$ cat config.mk
export PLATFORM = sky130hd
export DESIGN_NAME = alu_exec_unit
export DESIGN_NICKNAME = d
export VERILOG_FILES = /design/src/rtl/cpu_alu_pkg.sv /design/src/rtl/seq_multiplier24.sv /design/src/rtl/alu_exec_unit.sv
export SDC_FILE = /design/constraint.sdc
export NUM_CORES = 1
export LEC_CHECK = 0
export BUFFER_PORTS_ARGS = -buffer_cell sky130_fd_sc_hd__buf_2
export CAP_MARGIN = 20
export CORE_MARGIN = 3
export CORE_UTILIZATION = 40
export DETAILED_ROUTE_END_ITERATION = 6
export GPL_ROUTABILITY_DRIVEN = 0
export SYNTH_ARGS = -nofsm -noshare
export SYNTH_HDL_FRONTEND = slang
export SYNTH_HIERARCHICAL = 1
export SYNTH_SLANG_ARGS = --single-unit
$ cat constraint.sdc
create_clock -name clock -period 4.65 [get_ports clock]
set_clock_uncertainty 0.1 [all_clocks]
set_input_delay 0 -clock clock [delete_from_list [all_inputs] [get_ports clock]]
set_output_delay 0 -clock clock [all_outputs]
set_load 0.01 [all_outputs]
$ cat src/rtl/cpu_alu_pkg.sv
// cpu_alu_pkg: shared datapath width, opcode map and exec-unit state encoding
package cpu_alu_pkg;
    localparam int WIDTH   = 24;
    localparam int SHAMT_W = 5;
    localparam logic [3:0] OP_AND = 4'b0000;
    localparam logic [3:0] OP_OR  = 4'b0001;
    localparam logic [3:0] OP_ADD = 4'b0010;
    localparam logic [3:0] OP_SLT = 4'b0011;
    localparam logic [3:0] OP_MUL = 4'b0100;
    localparam logic [3:0] OP_XOR = 4'b0101;
    localparam logic [3:0] OP_SLL = 4'b0110;
    localparam logic [3:0] OP_SUB = 4'b1010;
    typedef enum logic {IDLE, MUL} exec_state_t;
endpackage

$ cat src/rtl/seq_multiplier24.sv
// seq_multiplier24: unsigned shift-add multiplier, one multiplier bit per step
module seq_multiplier24
    import cpu_alu_pkg::*;
#(
    parameter int W = WIDTH
) (
    input  logic           clock,
    input  logic           reset,
    input  logic           load,
    input  logic [W-1:0]   a,
    input  logic [W-1:0]   b,
    input  logic           step,
    output logic           done,
    output logic [2*W-1:0] product
);
    localparam int CW = $clog2(W);
    localparam logic [CW-1:0] LAST = CW'(W - 1);
    logic [2*W-1:0] mcand;
    logic [2*W-1:0] acc;
    logic [W-1:0]   mplier;
    logic [CW-1:0]  cnt;
    assign product = mplier[0] ? acc + mcand : acc;
    assign done    = step && cnt == LAST;
    // load operands, then accumulate one partial product per step
    always_ff @(posedge clock or posedge reset) begin
        if (reset) begin
            mcand  <= '0;
            acc    <= '0;
            mplier <= '0;
            cnt    <= '0;
        end else if (load) begin
            mcand  <= {{W{1'b0}}, a};
            acc    <= '0;
            mplier <= b;
            cnt    <= '0;
        end else if (step) begin
            acc    <= product;
            mcand  <= mcand << 1;
            mplier <= mplier >> 1;
            cnt    <= done ? '0 : cnt + CW'(1);
        end
    end
endmodule

$ cat src/rtl/alu_exec_unit.sv
// alu_exec_unit: single-cycle logic/arith ops plus 24-cycle MUL with start/busy/done
module alu_exec_unit
    import cpu_alu_pkg::*;
(
    input  logic             clock,
    input  logic             reset,
    input  logic             start,
    input  logic [3:0]       operation,
    input  logic [WIDTH-1:0] a,
    input  logic [WIDTH-1:0] b,
    output logic [WIDTH-1:0] result,
    output logic             zero,
    output logic             overflow,
    output logic             busy,
    output logic             done
);
    exec_state_t        state;
    logic [WIDTH-1:0]   alu_y;
    logic [SHAMT_W-1:0] shamt;
    logic               mul_load;
    logic               mul_done;
    logic [2*WIDTH-1:0] product;
    assign shamt    = b[SHAMT_W-1:0];
    assign busy     = state == MUL;
    assign mul_load = state == IDLE && start && operation == OP_MUL;
    seq_multiplier24 #(.W(WIDTH)) u_mul (
        .clock   (clock),
        .reset   (reset),
        .load    (mul_load),
        .a       (a),
        .b       (b),
        .step    (busy),
        .done    (mul_done),
        .product (product)
    );
    // single-cycle result; unknown codes yield zero
    always_comb begin
        alu_y = operation == OP_AND ? a & b :
                operation == OP_OR  ? a | b :
                operation == OP_ADD ? a + b :
                operation == OP_SUB ? a - b :
                operation == OP_SLT ? {{(WIDTH-1){1'b0}}, $signed(a) < $signed(b)} :
                operation == OP_XOR ? a ^ b :
                operation == OP_SLL ? (int'(shamt) >= WIDTH ? '0 : a << shamt) :
                '0;
    end
    // handshake FSM and output registers
    always_ff @(posedge clock or posedge reset) begin
        if (reset) begin
            state    <= IDLE;
            result   <= '0;
            zero     <= 1'b1;
            overflow <= 1'b0;
            done     <= 1'b0;
        end else begin
            done <= 1'b0;
            case (state)
                IDLE: if (start) begin
                    if (operation == OP_MUL) begin
                        state <= MUL;
                    end else begin
                        result   <= alu_y;
                        zero     <= alu_y == '0;
                        overflow <= 1'b0;
                        done     <= 1'b1;
                    end
                end
                MUL: if (mul_done) begin
                    result   <= product[WIDTH-1:0];
                    zero     <= product[WIDTH-1:0] == '0;
                    overflow <= |product[2*WIDTH-1:WIDTH];
                    done     <= 1'b1;
                    state    <= IDLE;
                end
                default: state <= IDLE;
            endcase
        end
    end
endmodule

# Word-level counts from Yosys, hierarchy flattened
# Index checks and enable logic that the tools add are counted.
dict set report totals {
  register_bits 153
  input_bits 55
  output_inout_bits 28
}
dict set report op_classes {
  addsub 4
  n_lt_le_gt_ge 2
  eq_ne 11
  shift 1
  mux 38
  bitwise_logic 4
  reduce_logical 9
}
# op count
set op_table {}
lappend op_table {{24-bit 2-to-1 mux} 13}
lappend op_table {{48-bit 2-to-1 mux} 5}
lappend op_table {{48-bit adder} 1}
lappend op_table {{24-bit zero test} 2}
lappend op_table {{24-bit case mux with 2 select lines} 1}
lappend op_table {{24-bit adder} 1}
lappend op_table {{24-bit bitwise AND} 1}
lappend op_table {{24-bit less-than comparator} 1}
lappend op_table {{24-bit OR} 1}
lappend op_table {{24-bit OR reduction} 1}
lappend op_table {{24-bit by 5-bit left shift with 24-bit output} 1}
lappend op_table {{24-bit subtractor} 1}
lappend op_table {{24-bit bitwise XOR} 1}
lappend op_table {{5-bit 2-to-1 mux} 3}
lappend op_table {{4-bit by 3-bit == test with 1-bit output (second input constant)} 3}
lappend op_table {{1-bit 2-to-1 mux} 12}
lappend op_table {{4-bit by 2-bit == test with 1-bit output (second input constant)} 2}
lappend op_table {{1-bit case mux with 2 select lines} 4}
lappend op_table {{5-bit by 1-bit adder with 5-bit output (second input constant)} 1}
lappend op_table {{5-bit == test (second input constant)} 1}
lappend op_table {{5-bit greater-or-equal comparator (second input constant)} 1}
lappend op_table {{4-bit by 1-bit == test with 1-bit output (second input constant)} 1}
lappend op_table {{4-bit == test (second input constant)} 1}
lappend op_table {{4-bit zero test} 1}
lappend op_table {{6 further kinds} 9}

# Longest topological paths before layout
# Gate-level depths: netlist (run 1).
dict set report logic_depth {
  word_depth 13
  ltp_mapped 17
  mapped_depth_nobuf 15
}

# Hierarchy
# Netlist (run 1), hierarchy kept.
# mod instances cells_each area_each_um2 seq_area_each_um2
set modules_own_cells {}
lappend modules_own_cells {seq_multiplier24 1 1052 9098.7 3128.0}
lappend modules_own_cells {alu_exec_unit 1 951 6959.2 701.9}

# Worst setup path before layout (run 1)
# OpenSTA, ideal clock, no wires.
dict set report synth_timing {
  kind {input to register}
  startpoint {input port b[2]}
  endpoint {register zero}
  setup_time_ps 97
  t_arrival_ps 3272
  t_required_ps 4453
  setup_slack_ps 1181
  cell_stages 16
  cell_sequence {buf_4 buf_4 inv_1 buf_2 ha_1 buf_6 nor2_1 o31ai_4 o211ai_4 a31oi_4 a2111oi_4 o21ai_2 nor4_2 nand4_1 or4b_1 o41ai_2}
}
dict set report synth_between {
  elab_chain_len 13
  word_cells_on_any_way 20
}
# element line
set synth_rtl {}
lappend synth_rtl {{start, declared} alu_exec_unit.sv:10} ;# input logic [WIDTH-1:0] b,
lappend synth_rtl {{24-bit by 5-bit left shift with 24-bit output or 5-bit greater-or-equal comparator (tied branches)} alu_exec_unit.sv:44} ;# operation == OP_SLL ? (int'(shamt) >= WIDTH ? '0 : a << shamt) :
lappend synth_rtl {{24-bit 2-to-1 mux (2 in a row)} alu_exec_unit.sv:44}
lappend synth_rtl {{24-bit 2-to-1 mux} alu_exec_unit.sv:43} ;# operation == OP_XOR ? a ^ b :
lappend synth_rtl {{24-bit 2-to-1 mux} alu_exec_unit.sv:42} ;# operation == OP_SLT ? {{(WIDTH-1){1'b0}}, $signed(a) < $signed(b)} :
lappend synth_rtl {{24-bit 2-to-1 mux} alu_exec_unit.sv:41} ;# operation == OP_SUB ? a - b :
lappend synth_rtl {{24-bit 2-to-1 mux} alu_exec_unit.sv:40} ;# operation == OP_ADD ? a + b :
lappend synth_rtl {{24-bit 2-to-1 mux} alu_exec_unit.sv:39} ;# operation == OP_OR ? a | b :
lappend synth_rtl {{24-bit 2-to-1 mux (*)} alu_exec_unit.sv:38} ;# alu_y = operation == OP_AND ? a & b :
lappend synth_rtl {{24-bit zero test (*)} alu_exec_unit.sv:63} ;# zero <= alu_y == '0;
lappend synth_rtl {{1-bit 2-to-1 mux (*)} alu_exec_unit.sv:59} ;# if (operation == OP_MUL) begin
lappend synth_rtl {{1-bit 2-to-1 mux (*)} alu_exec_unit.sv:58} ;# IDLE: if (start) begin
lappend synth_rtl {{1-bit case mux with 2 select lines (*)} alu_exec_unit.sv:57} ;# case (state)
lappend synth_rtl {{end signal, assigned} alu_exec_unit.sv:52} ;# zero <= 1'b1;
lappend synth_rtl {{end signal, assigned} alu_exec_unit.sv:63}
lappend synth_rtl {{end signal, assigned} alu_exec_unit.sv:70} ;# zero <= product[WIDTH-1:0] == '0;
lappend synth_rtl {{end, declared} alu_exec_unit.sv:12} ;# output logic zero,
# Mark *: on every way between the ends. The rest lies on a longest branch, timed or not. The select of a mux whose other input is x is not followed.
# A chain may end at the register's enable or synchronous reset.

# Worst setup path after layout (run 1)
dict set report layout_timing {
  startpoint {input port a[0]}
  endpoint {register zero}
}
dict set report layout_between {
  elab_chain_len 13
  word_cells_on_any_way 19
}
# element line
set layout_rtl {}
lappend layout_rtl {{start, declared} alu_exec_unit.sv:9} ;# input logic [WIDTH-1:0] a,
lappend layout_rtl {{24-bit by 5-bit left shift with 24-bit output} alu_exec_unit.sv:44}
lappend layout_rtl {{24-bit 2-to-1 mux (2 in a row)} alu_exec_unit.sv:44}
lappend layout_rtl {{24-bit 2-to-1 mux} alu_exec_unit.sv:43}
lappend layout_rtl {{24-bit 2-to-1 mux} alu_exec_unit.sv:42}
lappend layout_rtl {{24-bit 2-to-1 mux} alu_exec_unit.sv:41}
lappend layout_rtl {{24-bit 2-to-1 mux} alu_exec_unit.sv:40}
lappend layout_rtl {{24-bit 2-to-1 mux} alu_exec_unit.sv:39}
lappend layout_rtl {{24-bit 2-to-1 mux (*)} alu_exec_unit.sv:38}
lappend layout_rtl {{24-bit zero test (*)} alu_exec_unit.sv:63}
lappend layout_rtl {{1-bit 2-to-1 mux (*)} alu_exec_unit.sv:59}
lappend layout_rtl {{1-bit 2-to-1 mux (*)} alu_exec_unit.sv:58}
lappend layout_rtl {{1-bit case mux with 2 select lines (*)} alu_exec_unit.sv:57}
# Marks and branches as above.

==> results of run 1 <==
==> metrics by stage <==
stage | cell area, um^2 | setup slack [ns]
6_report | 17800 | 0.319
5_1_grt | 17800 | 0.0297
4_1_cts | 17800 | 0.432
3_5_place_dp | 16800 | 0.545
3_3_place_gp | 16800 | 0.521
2_1_floorplan | 16100 | 1.18
==> critical path: stages <==
cell and delay, ns:
dlygate4sd3_1 0.54, buf_2 0.18, inv_1 0.12, ha_1 0.23, inv_1 0.07, fa_1 0.39, nor3b_2 0.18, nor3_1 0.42
nor2_1 0.09, o311ai_0 0.34, a31oi_1 0.14, o21ai_0 0.36, nand2_1 0.15, nor4_2 0.35, nand4_1 0.24, or4b_1 0.58
o41ai_2 0.20
==> cell families (layout without fill, tap and decap cells) <==
group           Yosys count  in the layout  share of synthesized area
simple gates            663            663                      0.198
compound gates          629            629                      0.264
buf+inv                 226            294                     0.0627
mux                     165            165                      0.115
flops                   153            153                      0.239
fa+ha+maj               124            124                     0.0980
xor+xnor                 43             43                     0.0235
==> metal layers <==
layer	routed length (um)	vias up
li1	-	7479
met1	22600	7650
met2	26700	686
met3	3620	181
met4	3000	0
met5	0	-
==> flip-flops by register name, summed over array words and instances (netlist names), 5 cells and up <==
signal        count
u_mul/mcand      48
u_mul/acc        48
u_mul/cnt         5
result           24
u_mul/mplier     24
==> Yosys cell counts, drive strengths merged (20+ instances only) <==
cell	number	area (um^2)
a21oi	171	863
ha	121	1510
clkbuf	60	226
a21o	32	241
inv	101	379
nor4	27	175
mux2i	116	1160
a31oi	27	190
o21ai	160	820
dfrtp	152	3800
o21a	21	158
nor2b	21	134
mux2	37	420
nor3	50	265
o21bai	21	158
nand3	60	300
a211oi	20	178
nand2	211	792
xnor2	29	254
nor2	173	652
o31ai	23	191
buf	65	402
==> cell type report <==
cell class | instances | area share
timing repair buffer | 162 | 0.0635
sequential | 153 | 0.215
clock buffer | 21 | 0.0247
multi-input combinational | 1624 | 0.632
inverter | 101 | 0.0216
tap | 518 | 0.0364
clock inverter | 10 | 0.00688
==> placed cells by master (no fill, tap or decap), drive strengths merged, types with 9 or more instances in the layout <==
| cell | synthesis | final |
|---|---|---|
| dlygate4sd3 | 0 | 48 |
| mux2i | 116 | 116 |
| o22ai | 9 | 9 |
| a31o | 9 | 9 |
| a31oi | 27 | 27 |
| o21bai | 21 | 21 |
| xnor2 | 29 | 29 |
| buf | 65 | 114 |
| o221ai | 13 | 13 |
| a21o | 32 | 32 |
| clkbuf | 60 | 21 |
| or3 | 18 | 18 |
| nand2b | 14 | 14 |
| o31ai | 23 | 23 |
| nor3 | 50 | 50 |
| and3 | 10 | 10 |
| o211ai | 18 | 18 |
| a211oi | 20 | 20 |
| nor4 | 27 | 27 |
| and2 | 9 | 9 |
| nand4 | 16 | 16 |
| nand3 | 60 | 60 |
| or2 | 15 | 15 |
| o21ai | 160 | 160 |
| a221oi | 12 | 12 |
| ha | 121 | 121 |
| nor2 | 173 | 173 |
| mux2 | 37 | 37 |
| nand2 | 211 | 211 |
| xor2 | 14 | 14 |
| nor2b | 21 | 21 |
| a21oi | 171 | 171 |
| inv | 101 | 103 |
| o311ai | 9 | 9 |
| dfrtp | 152 | 152 |
| o21a | 21 | 21 |
| mux4 | 12 | 12 |
==> how the worst max path moves through the flow <==
stage	startpoint	end	depth (start not counted)
after floorplan	b[2]	zero	16
after global placement	b[0]	zero	15
after detailed placement	b[0]	zero	15
after CTS	a[0]	zero	17
after global routing	a[0]	zero	17
final	a[0]	zero	17
==> power groups by stage <==
stage,sequential (mW),clock [mW],combinational [mW]
finish,2.60,1.39,7.90
CTS,2.59,1.43,7.78
detailed placement,2.61,0,7.71
global placement,2.59,0,7.64
global route,2.68,1.48,8.70
floorplan,2.42,0,5.82
==> repair_timing <==
action,in CTS,in global routing
gates resized for setup,0,0
hold buffers,48,0
hold endpoints to repair,161,0
==> flow_summary_export.csv, run 1 <==
group,metric,value,unit
global_route,grt_busiest_layer,"met2",
setup_path,critPathArrivalTime,4.59,ns
pwr,power_frac_comb,0.665,
route,drt.antenna.violating_nets,0,
layout,n_antenna_cell,0,
layout,multi_input_area,0.0112,mm^2
clock_tree,cts_setup_buffers,0,
setup_path,reg2reg_depth,14,
floorplanning,die_area,0.0426,mm^2
timing,holdWs,0.0273,ns
global_route,met3_usage,0.0421,
timing,relSlewSlack,0.301,
pwr,power,11.9,mW
clock_tree,clkSinkCount,153,
setup_path,r2r-start,"u_mul/mcand[0]",
route,drtIter0Drc,1465,
floorplanning,boundaryPins,83,
setup_path,worstPathRequired,4.91,ns
synth,synth_ff_type,"dfrtp_1",
pwr,vdd_drop_max,281,uV
clock_tree,cts_root_buffer,"clkbuf_16",
floorplanning,die_w,206,um
setup_path,cp-end-kind,"register",
pwr,clockPowerShare,0.117,
hold_path,hold_depth,3,
route,dr_total_vias,16000,
synth,syn_area,0.0161,mm^2
floorplanning,coreArea,0.0392,mm^2
clock_tree,clockBufferDepth,2,
global_route,grtUsageMet2,0.442,
synth,synthArstFlopShare,1.00,
clock_tree,cts_tree,"yes",
synth,synth_edf_count,0,
pwr,sw_frac_of_total,0.504,
timing,rsz0062_at_grt,"false",
global_route,grt_pass1_vias,15600,
synth,synth.distinct_cells,111,
floorplanning,rows,72,
setup_path,r2r_end,"overflow",
layout,regArea,0.00383,mm^2
timing,setup_viol,0,
global_route,antenna_found_initial,0,
setup_path,crit_type,"input pin to register",
setup_path,rrSetupSlack,0.59,ns
hold_path,min_to,"u_mul/mcand[41]",
timing,hold_violations,0,
pwr,power_density,667,mW/mm^2
synth,ys_warn_count,6,
synth,syn_inst,2003,
status,status,"complete, no violations",
floorplanning,start_util,0.410,
route,drc,0,
layout,finalNetCount,2238,
synth,synth.avg_cell_area,8.02,um^2
timing,period_share,0.931,
route,drt-wirelength-per-cell,21.6,um
global_route,grt.overflow.total,0,
pwr,leakagePower,7.87,nW
place,placed_cells,2510,
pwr,sequentialPowerShare,0.219,
hold_path,hold_start,"start",
synth,ys_seq_area_frac,0.239,
global_route,met1_usage,0.322,
pwr,intPower,5.90,mW
route,routed_wl,56000,um
place,port_buffers,82,
layout,syn_to_final_growth,10.9,%
timing,max_freq,0.231,GHz
place,dp_hpwl,42200,um
timing,period_minus_slack,4.33,ns
global_route,grt_usage,0.262,
timing,worst_slew_pin_slew,1.05,ns
route,firstDrtPassIters,5,
route,vias_per_cell,6.18,
synth,syn-num-nets,2182,
layout,layout-drive-gt1-share,0.127,
timing,slew_viol_final,0,
clock_tree,htree_levels,4,
clock_tree,numCtsBuffers,17,
timing,setup_tns,0,ns
global_route,grt_first_pass_wirelength,87600,um
global_route,grt_max_degree,90,
layout,utilization,0.454,
clock_tree,path_clk_slew,0.07,ns
hold_path,hold_class,"input pin to register",
layout,n_fill_cell,3977,
layout,final_cells,2589,
pwr,p_switching,5.99,mW
floorplanning,die_y,206,um
setup_path,worstPathMaxFanout,7,
setup_path,worst_setup_path_start_kind,"input pin",
synth,ys_ff_latch,153,
job,max_cap_violations,0,
clock_tree,clkLatencyLatePin,0.45,ns
Power figures use the tool's default switching activity.
==> run 2: changes to the inputs <==
ABC_AREA = 1   (was not set)
==> run 2 against run 1 <==
Maximum frequency up 14%. Count of clock-buffer cells in the layout down 3. Non-clock buffer count down 12. Design area up 7.2%. Highest routed layer unchanged.
==> flow_summary_export.csv, run 2 <==
group,metric,value,unit
status,status,"complete, no violations",
route,routed_wl,64500,um
setup_path,crit_chain,"dlygate4sd3_1 -> buf_2 -> clkinv_1 -> buf_4 -> ha_1 -> inv_1 -> nand2_1 -> nand3_1 -> nand2_1 -> nand2_1 -> nand2_1 -> nand4_1 -> nand3_1 -> nand3_1 -> nand2_1 -> nand2_1 -> nor2_1 -> nand2_1 -> nor2_1 -> nand2_1 -> a21oi_1",
layout,layout_common_cells,"954 x nand2_1, 495 x inv_1, 297 x nand3_1",
global_route,grt_usage,0.280,
clock_tree,cts_tree,"yes",
timing,relSlewSlack,0.371,
timing,worst_slew_pin_slew,0.943,ns
floorplanning,start_util,0.408,
clock_tree,cts_root_buffer,"clkbuf_16",
synth,post-synth-top-area-cell,"dfrtp_1",
clock_tree,clkLatencyLatePin,0.45,ns
timing,holdWs,0.0591,ns
route,drt.antenna.violating_nets,0,
synth,synth_compound_area_frac,0.119,
synth,syn_inst,2913,
synth,ys_seq_area_frac,0.222,
layout,layout-drive-gt1-share,0.0894,
synth,ys_warn_count,6,
global_route,grt.overflow.total,0,
global_route,grt_pass1_vias,17900,
setup_path,cp_num_buf_inv,5,
synth,synth.avg_cell_area,5.91,um^2
place,dp_hpwl,51300,um
floorplanning,boundaryPins,83,
floorplanning,coreArea,0.0422,mm^2
synth,synthArstFlopShare,1.00,
route,drtIter0Drc,1746,
timing,setup_viol,0,
clock_tree,path_clk_slew,0.07,ns
timing,max_freq,0.263,GHz
synth,synth.most_common_cell,"nand2_1",
place,port_buffers,82,
route,vias_per_cell,5.43,
setup_path,cpLargestDelayFamily,"simple AND/OR/NAND/NOR gates",
setup_path,cp-end-kind,"register",
setup_path,critPathArrivalTime,4.07,ns
layout,final_area,0.0191,mm^2
setup_path,crit_top_cell,"nand2_1",
global_route,grt_max_degree,64,
pwr,power_density,409,mW/mm^2
layout,reg_top3,"u_mul/acc x48, u_mul/mcand x48",
synth,synth.top_cell.area_share,0.221,
place,place_ws,1.00,ns
synth,synth_edf_count,0,
timing,slew_viol_final,0,
route,dr_total_vias,19200,
clock_tree,htree_levels,4,
setup_path,crit_type,"input pin to register",
synth,syn-num-nets,3092,
synth,synth_ff_type,"dfrtp_1",
synth,synthMuxAreaShare,0,
setup_path,worstPathRequired,4.91,ns
layout,n_antenna_cell,0,
timing,setup_slack,0.847,ns
synth,ys_ff_latch,153,
route,drc,0,
setup_path,worstPathMaxFanout,26,
layout,utilization,0.452,
floorplanning,die_y,213,um
place,post_dp_cell_area,0.0180,mm^2
pwr,leakagePower,10.5,nW
setup_path,rrSetupSlack,1.09,ns
setup_path,worst_setup_path_start_kind,"input pin",
synth,synth-xor-area-share,0.0127,
clock_tree,clkSinkCount,153,
timing,period_minus_slack,3.80,ns
synth,syn_area,0.0172,mm^2
synth,synth.distinct_cells,54,
clock_tree,cts_hold_buf,48,
clock_tree,cts_setup_buffers,0,
setup_path,slowest_stage,"dlygate4sd3_1",
synth,synth_top_family_by_area,"simple AND/OR/NAND/NOR gates",
layout,syn_to_final_growth,10.8,%
synth,synthSimpleGateAreaFrac,0.417,
route,firstDrtPassIters,5,
setup_path,cpPeakStageDelay,0.51,ns
clock_tree,cts.repair.resized,0,
floorplanning,die_w,213,um
timing,period_share,0.818,
timing,hold_violations,0,
job,max_cap_violations,0,
layout,final_common_cell,"nand2_1",
hold_path,hold_class,"input pin to register",
route,drt-wirelength-per-cell,18.2,um
clock_tree,clockBufferDepth,2,
global_route,antenna_found_initial,0,
timing,setup_tns,0,ns
clock_tree,numCtsBuffers,17,
global_route,grt_first_pass_wirelength,99000,um
floorplanning,die_area,0.0456,mm^2
synth,synthTopCellsByCount,"954 x nand2_1, 497 x inv_1, 297 x nand3_1",
pwr,vdd_drop_max,200,uV
synth,synth_adder_area_share,0.0914,
layout,finalNetCount,3165,
timing,rsz0062_at_grt,"false",
synth,synthTopCellsByArea,"dfrtp_1 22%, nand2_1 21%, inv_1 11%",
floorplanning,rows,75,
==> run 2: cell count changes in the layout (fill, tap and decap cells not counted), sizes merged, moves of 42 or more <==
| cell | previous run | this run |
|---|---|---|
| inv | 103 | 513 |
| a21oi | 171 | 114 |
| mux2i | 116 | 0 |
| o21ai | 160 | 118 |
| nor2 | 173 | 222 |
| nand3 | 60 | 303 |
| nand2 | 211 | 979 |
==> run 2: logic make-up (layout without fill, tap and decap cells) <==
family / count (synthesis) / after routing
buf+inv: 608 / 693
compound gates: 344 / 344
simple gates: 1659 / 1659
xor+xnor: 25 / 25
flops: 153 / 153
fa+ha+maj: 124 / 124
==> run 2: report_power, final <==
group | switching, mW | leakage (nW) | internal, mW
clock network | 0.618 | 0.263 | 0.707
registers | 0.333 | 2.01 | 1.79
logic | 2.86 | 8.19 | 1.50
==> run 2: area by class of cell <==
class	instances	area (um^2)
multi-input cells	2152	11100
clock buffers	18	439
fillers	4591	23100
well taps	539	674
inverters	512	1920
repair buffers	150	1050
clock inverters	13	109
flip-flops and latches	153	3830
==> run 2: stage by stage <==
step	total power [mW]	instances
CTS	7.78	3536
global route	8.43	3537
detailed placement	6.39	3457
finish	7.81	3537
global placement	6.34	3457
floorplan	5.15	2913
==> run 2: layer usage <==
| layer | global-route usage | vias to the layer above | wire, um |
|---|---|---|---|
| li1 | - | 9375 | - |
| met1 | 0.367 | 8910 | 27500 |
| met2 | 0.467 | 743 | 29600 |
| met3 | 0.0241 | 168 | 4000 |
| met4 | 0.135 | 0 | 3330 |
| met5 | 0 | - | 0 |
==> run 2: final timing paths <==
path / cells past startpoint / from / end
worst min-delay path: 3 / b[1] / u_mul/mplier[1]
worst max register to register: 16 / u_mul/mcand[0] / zero
worst min register to register: 2 / result[20] / result[20]
worst max-delay path: 21 / b[3] / zero
max in group asynchronous: 4 / reset / u_mul/mplier[0]
min in group asynchronous: 4 / reset / result[20]
==> run 2: worst reg2reg max path, stage by stage, from the launching register on <==
cell and delay, ns:
dfrtp_1 0.38, ha_1 0.25, fa_1 0.42, nand3_1 0.11
inv_1 0.07, nand2_1 0.06, nand3_1 0.16, nand2_1 0.10
nand2_1 0.20, xor2_1 0.21, a21boi_1 0.24, inv_1 0.11
nor4_1 0.29, nand3_1 0.13, nor4_1 0.27, a41oi_1 0.18
a21oi_1 0.20
